[src/rtl/npu_sched_pkg.sv]
// npu_sched_pkg: shared types, constants and the round-robin pick helper for the FC job scheduler
package npu_sched_pkg;

    typedef enum logic [2:0] {
        IDLE  = 3'd0,
        ARB   = 3'd1,
        START = 3'd2,
        WAIT  = 3'd3,
        RESP  = 3'd4
    } sched_state_e;

    localparam int RESULT_W    = 48;
    localparam int TIMEOUT_CYC = 512;
    localparam int WDOG_W      = $clog2(TIMEOUT_CYC);

    // Rotate req right by ptr, keep the lowest set bit, rotate it back; n <= 8 requesters
    function automatic logic [7:0] rr_pick(input logic [7:0] req, input logic [2:0] ptr, input int n);
        logic [15:0] mask, dbl, back;
        logic [7:0]  rot, low;
        mask = (16'd1 << n) - 16'd1;
        dbl  = (({8'd0, req} & mask) << n) | ({8'd0, req} & mask);
        rot  = 8'((dbl >> ptr) & mask);
        low  = rot & (~rot + 8'd1);
        back = {8'd0, low} << ptr;
        return 8'((back | (back >> n)) & mask);
    endfunction

endpackage

[src/rtl/rr_arbiter.sv]
// rr_arbiter: combinational round-robin pick, first set request at or after ptr
module rr_arbiter
    import npu_sched_pkg::*;
#(
    parameter int N_REQ = 4,
    parameter int PTR_W = $clog2(N_REQ)
) (
    input  logic [N_REQ-1:0] req,
    input  logic [PTR_W-1:0] ptr,
    output logic [N_REQ-1:0] grant
);

    assign grant = N_REQ'(rr_pick(8'(req), 3'(ptr), N_REQ));

endmodule

[src/rtl/fc_job_scheduler.sv]
// fc_job_scheduler: round-robin sharing of one FC engine among N_REQ requesters with a watchdog.
// Define FC_SCHED_PERF_EN to add per-requester job, busy-cycle and timeout counters.
module fc_job_scheduler #(
    parameter int N_REQ       = 4,
    parameter int RESULT_W    = 48,
    parameter int TIMEOUT_CYC = 512
) (
    input  logic                       clk,
    input  logic                       rst,
    input  logic [N_REQ-1:0]           i_req,
    output logic [N_REQ-1:0]           o_grant,
    output logic [N_REQ-1:0]           o_done,
    output logic signed [RESULT_W-1:0] o_result,
    output logic                       o_timeout,
    output logic                       o_eng_start,
    input  logic                       i_eng_valid,
    input  logic signed [RESULT_W-1:0] i_eng_result,
    output logic                       o_busy
`ifdef FC_SCHED_PERF_EN
    ,
    output logic [N_REQ-1:0][15:0]    o_job_cnt,
    output logic [31:0]                o_busy_cyc,
    output logic [7:0]                 o_to_cnt
`endif
);
    import npu_sched_pkg::*;

    localparam int PTR_W = $clog2(N_REQ);
    localparam int WD_W  = $clog2(TIMEOUT_CYC);

    sched_state_e     state;
    logic [PTR_W-1:0] rr_ptr, owner, nxt_ptr;
    logic [WD_W-1:0]  wdog;
    logic [N_REQ-1:0] pick;

    rr_arbiter #(.N_REQ(N_REQ)) u_arb (
        .req   (i_req),
        .ptr   (rr_ptr),
        .grant (pick)
    );

    always_comb begin
        owner = '0;
        for (int i = 0; i < N_REQ; i++) owner = o_grant[i] ? PTR_W'(i) : owner;
    end

    assign nxt_ptr     = (owner == PTR_W'(N_REQ - 1)) ? '0 : owner + PTR_W'(1);
    assign o_eng_start = state == START;
    assign o_busy      = state != IDLE;
    assign o_done      = (state == RESP) ? o_grant : '0;

    always_ff @(posedge clk or negedge rst) begin
        if (!rst) begin
            state     <= IDLE;
            rr_ptr    <= '0;
            wdog      <= '0;
            o_grant   <= '0;
            o_result  <= '0;
            o_timeout <= 1'b0;
        end else begin
            case (state)
                IDLE: state <= |i_req ? ARB : IDLE;
                ARB: begin
                    o_grant <= pick;
                    state   <= |i_req ? START : IDLE;
                end
                START: begin
                    wdog  <= '0;
                    state <= WAIT;
                end
                WAIT: begin
                    wdog <= wdog + WD_W'(1);
                    if (i_eng_valid) begin
                        o_result  <= i_eng_result;
                        o_timeout <= 1'b0;
                        state     <= RESP;
                    end else if (wdog == WD_W'(TIMEOUT_CYC - 1)) begin
                        o_result  <= '0;
                        o_timeout <= 1'b1;
                        state     <= RESP;
                    end
                end
                RESP: begin
                    rr_ptr    <= nxt_ptr;
                    o_grant   <= '0;
                    o_result  <= '0;
                    o_timeout <= 1'b0;
                    state     <= IDLE;
                end
                default: state <= IDLE;
            endcase
        end
    end

`ifdef FC_SCHED_PERF_EN
    always_ff @(posedge clk or negedge rst) begin
        if (!rst) begin
            o_job_cnt  <= '0;
            o_busy_cyc <= '0;
            o_to_cnt   <= '0;
        end else begin
            if (state == RESP) o_job_cnt[owner] <= o_job_cnt[owner] + 16'd1;
            if (o_busy && o_busy_cyc != '1) o_busy_cyc <= o_busy_cyc + 32'd1;
            if (state == RESP && o_timeout && o_to_cnt != '1) o_to_cnt <= o_to_cnt + 8'd1;
        end
    end
`endif

endmodule

[config.mk]
export PLATFORM = sky130hd
export DESIGN_NAME = fc_job_scheduler
export DESIGN_NICKNAME = d
export VERILOG_FILES = /design/src/rtl/npu_sched_pkg.sv /design/src/rtl/rr_arbiter.sv /design/src/rtl/fc_job_scheduler.sv
export SDC_FILE = /design/constraint.sdc
export NUM_CORES = 1
export LEC_CHECK = 0
export ABC_AREA = 1
export BUFFER_PORTS_ARGS = -buffer_cell sky130_fd_sc_hd__buf_2
export CAP_MARGIN = 20
export CORE_MARGIN = 8
export CORE_UTILIZATION = 45
export DETAILED_ROUTE_END_ITERATION = 12
export PLACE_DENSITY_LB_ADDON = 0.08
export RECOVER_POWER = 25
export REMOVE_ABC_BUFFERS = 1
export SLEW_MARGIN = 15
export SYNTH_ARGS = -nofsm -noshare
export SYNTH_HDL_FRONTEND = slang
export SYNTH_HIERARCHICAL = 1
export SYNTH_SLANG_ARGS = --single-unit
[constraint.sdc]
create_clock -name clk -period 1.75 [get_ports clk]
set_clock_uncertainty 0.1 [all_clocks]
set_input_delay 0.0875 -clock clk [delete_from_list [all_inputs] [get_ports clk]]
set_output_delay 0.0875 -clock clk [all_outputs]
set_load 0.02 [all_outputs]
==> impl_metrics.json <==
{
  "run_status": "finished with violations",
  "violated_checks": "setup timing",
  "synthDistinctLibCells": 21,
  "fin_nets": 635,
  "port_buffers": 113,
  "drt_drc_violations_left": 0,
  "postRouteAntennaNets": 0,
  "insertion_delay_ps": 340,
  "finalHoldViolCount": 0,
  "syn_area_sq_um": 3270,
  "post-synth-top-area-fraction_pct": 51.3,
  "initialDrtViolationCount": 171,
  "hpwl_after_dpl_microns": 6040,
  "vias": 3435,
  "synth_enable_flop_cells": 0,
  "placedCellCount": 595,
  "pwr-share-comb_pct": 50.6,
  "clockBufferDepth": 2,
  "worst_hold_slack_after_final_layout_ps": 108,
  "timing.setup.critical_path_class": "reg -> reg",
  "wl_per_cell_microns": 14.5,
  "gp_congestion": 0.870,
  "timing.max_slew.rel_slack_pct": 39.1,
  "ys_top_cells_by_area": "sky130_fd_sc_hd__dfrtp_1 (51%), sky130_fd_sc_hd__nand3_1 (18%), sky130_fd_sc_hd__nand2_1 (11%)",
  "power.clock.fraction_pct": 16.1,
  "layout_min_cycle_time_ps": 1860,
  "route.detailed.vias_per_inst": 5.04,
  "globalRoute.totalOverflow": 0,
  "seqPwrFrac_pct": 33.2,
  "design.die.area_sq_um": 10200,
  "power.switching_fraction_pct": 44.3,
  "fillCellCount": 589,
  "first_global_vias": 3351,
  "report.final.setup_viol": 44,
  "timing.final.crit_share_pct": 106,
  "design.portCount": 114,
  "clockRootBuffer": "sky130_fd_sc_hd__clkbuf_8",
  "critical_path_required_ps": 1880,
  "post_route_cells_drive_above_1_share_pct": 39.9,
  "clkSinkCount": 67,
  "initial_utilization_pct": 45.8,
  "grt_start_max_net_pins": 68,
  "clock_h_tree_levels": 3,
  "final_design_area_no_fill_sq_um": 5080,
  "hold_path_class": "in -> reg",
  "warning_count_from_the_yosys_run": 6,
  "layout-area-overhead-vs-synth_pct": 55.4,
  "die_h_microns": 101,
  "final_max_slew_viol_count": 0,
  "synth_top_area_cell": "sky130_fd_sc_hd__dfrtp_1",
  "max-cap-violations": 0,
  "timing.final.ws_setup_ps": -107,
  "grt_usage_pct": 19.0,
  "std_cell_rows": 31,
  "route.final.wire_length_microns": 9900,
  "synth-seq-cells": 67,
  "netSwitchingPower_uw": 3470,
  "crit_path_end_kind": "flip-flop",
  "synthCells": 389,
  "worst_slew_pin_slew_ps": 913,
  "cts-buffers-inserted": 9,
  "number_of_antenna_violations_at_the_first_check_in_global_routing": 1,
  "first_pass_iteration_count_of_the_detailed_router": 4,
  "cp_data_arrival_time_ps": 1990,
  "max_freq_mhz": 539,
  "internal_power_uw": 4360,
  "p_leak_uw": 0.00275,
  "setup.worst_path.start_class": "flip-flop",
  "cts_tree": "yes",
  "seqCellArea_sq_um": 1680,
  "wire_length_of_the_first_global_routing_pass_microns": 15600,
  "worst-path-max-fanout": 5,
  "rsz0062_at_grt": "yes",
  "yosysSeqAreaShare_pct": 51.3,
  "multi_input_comb_area_sq_um": 1510,
  "synthFlopType": "sky130_fd_sc_hd__dfrtp_1",
  "final_cells": 681,
  "asyncSetResetFlopFracSynth_pct": 100,
  "yosysMostFrequentCell": "sky130_fd_sc_hd__nand3_1",
  "power_per_cell_area_nw_per_um2": 1540,
  "width_of_the_die_microns": 101,
  "placed_cell_area_sq_um": 3980,
  "worst_ir_drop_vdd_mv": 0.729,
  "top_cell_types_by_occurrence_after_synthesis": "sky130_fd_sc_hd__nand3_1 (119), sky130_fd_sc_hd__nand2_1 (99), sky130_fd_sc_hd__dfrtp_1 (67)",
  "post-layout-total-power_uw": 7830,
  "diodes": 0,
  "clk_pin_slew_ps": 70,
  "core_sq_um": 7140,
  "synth.avg_cell_area_sq_um": 8.40
}
## per-stage QoR
stage	setup TNS [ps]	utilization [%]	setup WS, ps
after floorplan	-5710	-	-261
after global placement	-572	55.8	-32.8
after detailed placement	-1890	55.8	-78.7
after CTS	-891	67.9	-39.0
after global routing	-9130	71.2	-221
final	-3020	71.2	-107
## power groups by stage
stage,Combinational [uW],Clock (uW),Sequential (uW)
after global placement,3420,0,2560
after floorplan,1510,0,3170
after detailed placement,3500,0,2550
after global routing,4350,1360,2680
final,3960,1260,2600
after CTS,3730,1300,2540
## layer usage
layer,track usage [%],wire length (microns),up-vias
met4,8.13,162,2
met5,0,10,-
li1,-,-,1666
met1,22.5,4000,1639
met2,30.4,4990,112
met3,6.94,746,16
## what timing repair did
action | CTS | global route
endpoints found under the hold margin | 115 | 0
hold buffers | 49 | 0
gates resized for setup | 11 | 38
setup buffers | 13 | 5
setup endpoints to repair | 50 | 59
gates cloned | 2 | 3
pin swaps | 4 | 13
## final timing paths
path                                          start                  endpoint  slack (ps)  cells after the start
setup / recovery                wdog[1]$_DFFE_PN0P_   o_result[2]$_DFFE_PN0P_        -110                     13
setup reg to reg                wdog[1]$_DFFE_PN0P_   o_result[2]$_DFFE_PN0P_        -110                     13
hold / removal                             i_req[1]      state[1]$_DFFE_PN0P_         110                      5
min in group asynchronous                       rst     rr_ptr[1]$_DFFE_PN0P_         410                      3
max in group asynchronous                       rst     rr_ptr[0]$_DFFE_PN0P_         520                      3
hold reg to reg            o_result[25]$_DFFE_PN0P_  o_result[25]$_DFFE_PN0P_         400                      2
## worst max-delay path, stage by stage, from the launching register on
cell and delay (ps):
sky130_fd_sc_hd__dfrtp_1 350, sky130_fd_sc_hd__ha_2 190, sky130_fd_sc_hd__nand2_2 60, sky130_fd_sc_hd__inv_2 60, sky130_fd_sc_hd__nand2_2 60, sky130_fd_sc_hd__nor2_2 120
sky130_fd_sc_hd__ha_2 210, sky130_fd_sc_hd__nor2_4 40, sky130_fd_sc_hd__inv_2 60, sky130_fd_sc_hd__nand2_4 70, sky130_fd_sc_hd__buf_12 150, sky130_fd_sc_hd__clkbuf_16 150
sky130_fd_sc_hd__nand3_2 60, sky130_fd_sc_hd__nand2_1 60
## area by class of cell
class | count | share of cell area, %
sequential | 67 | 33.0
timing repair buffer | 203 | 29.7
clock buffer | 9 | 2.44
multi-input combinational | 279 | 29.6
clock inverter | 6 | 1.33
inverter | 18 | 1.38
tap | 99 | 2.44
## layout by cell type, fill, tap and decap left out, types with 3 or more instances in the layout
cell type	instances
sky130_fd_sc_hd__buf_2	113
sky130_fd_sc_hd__o21ai_2	3
sky130_fd_sc_hd__clkbuf_8	9
sky130_fd_sc_hd__inv_1	13
sky130_fd_sc_hd__nand3_1	96
sky130_fd_sc_hd__dlygate4sd3_1	49
sky130_fd_sc_hd__inv_2	4
sky130_fd_sc_hd__o21ai_0	9
sky130_fd_sc_hd__nand3_2	27
sky130_fd_sc_hd__nand2_2	15
sky130_fd_sc_hd__clkbuf_16	3
sky130_fd_sc_hd__nor2_2	3
sky130_fd_sc_hd__dfrtp_1	65
sky130_fd_sc_hd__buf_4	29
sky130_fd_sc_hd__a21oi_1	3
sky130_fd_sc_hd__nor2_1	18
sky130_fd_sc_hd__buf_12	5
sky130_fd_sc_hd__nand2_1	93
## kinds of logic (layout without fill, tap and decap cells)
family	count (synthesis)	count (layout)	synth area share, %
adders and majority gates	2	2	0.765
AOI/OAI and AO/OA	19	19	3.37
buffers and inverters	43	236	7.73
DFF	67	67	51.3
and+or+nand+nor	258	258	36.9
## state kept, by name, indices dropped and copies added (netlist names)
name,flops
o_result,48
wdog,9
o_grant,4
state,3
rr_ptr,2
o_timeout,1
(Power assumes the default switching activity.)
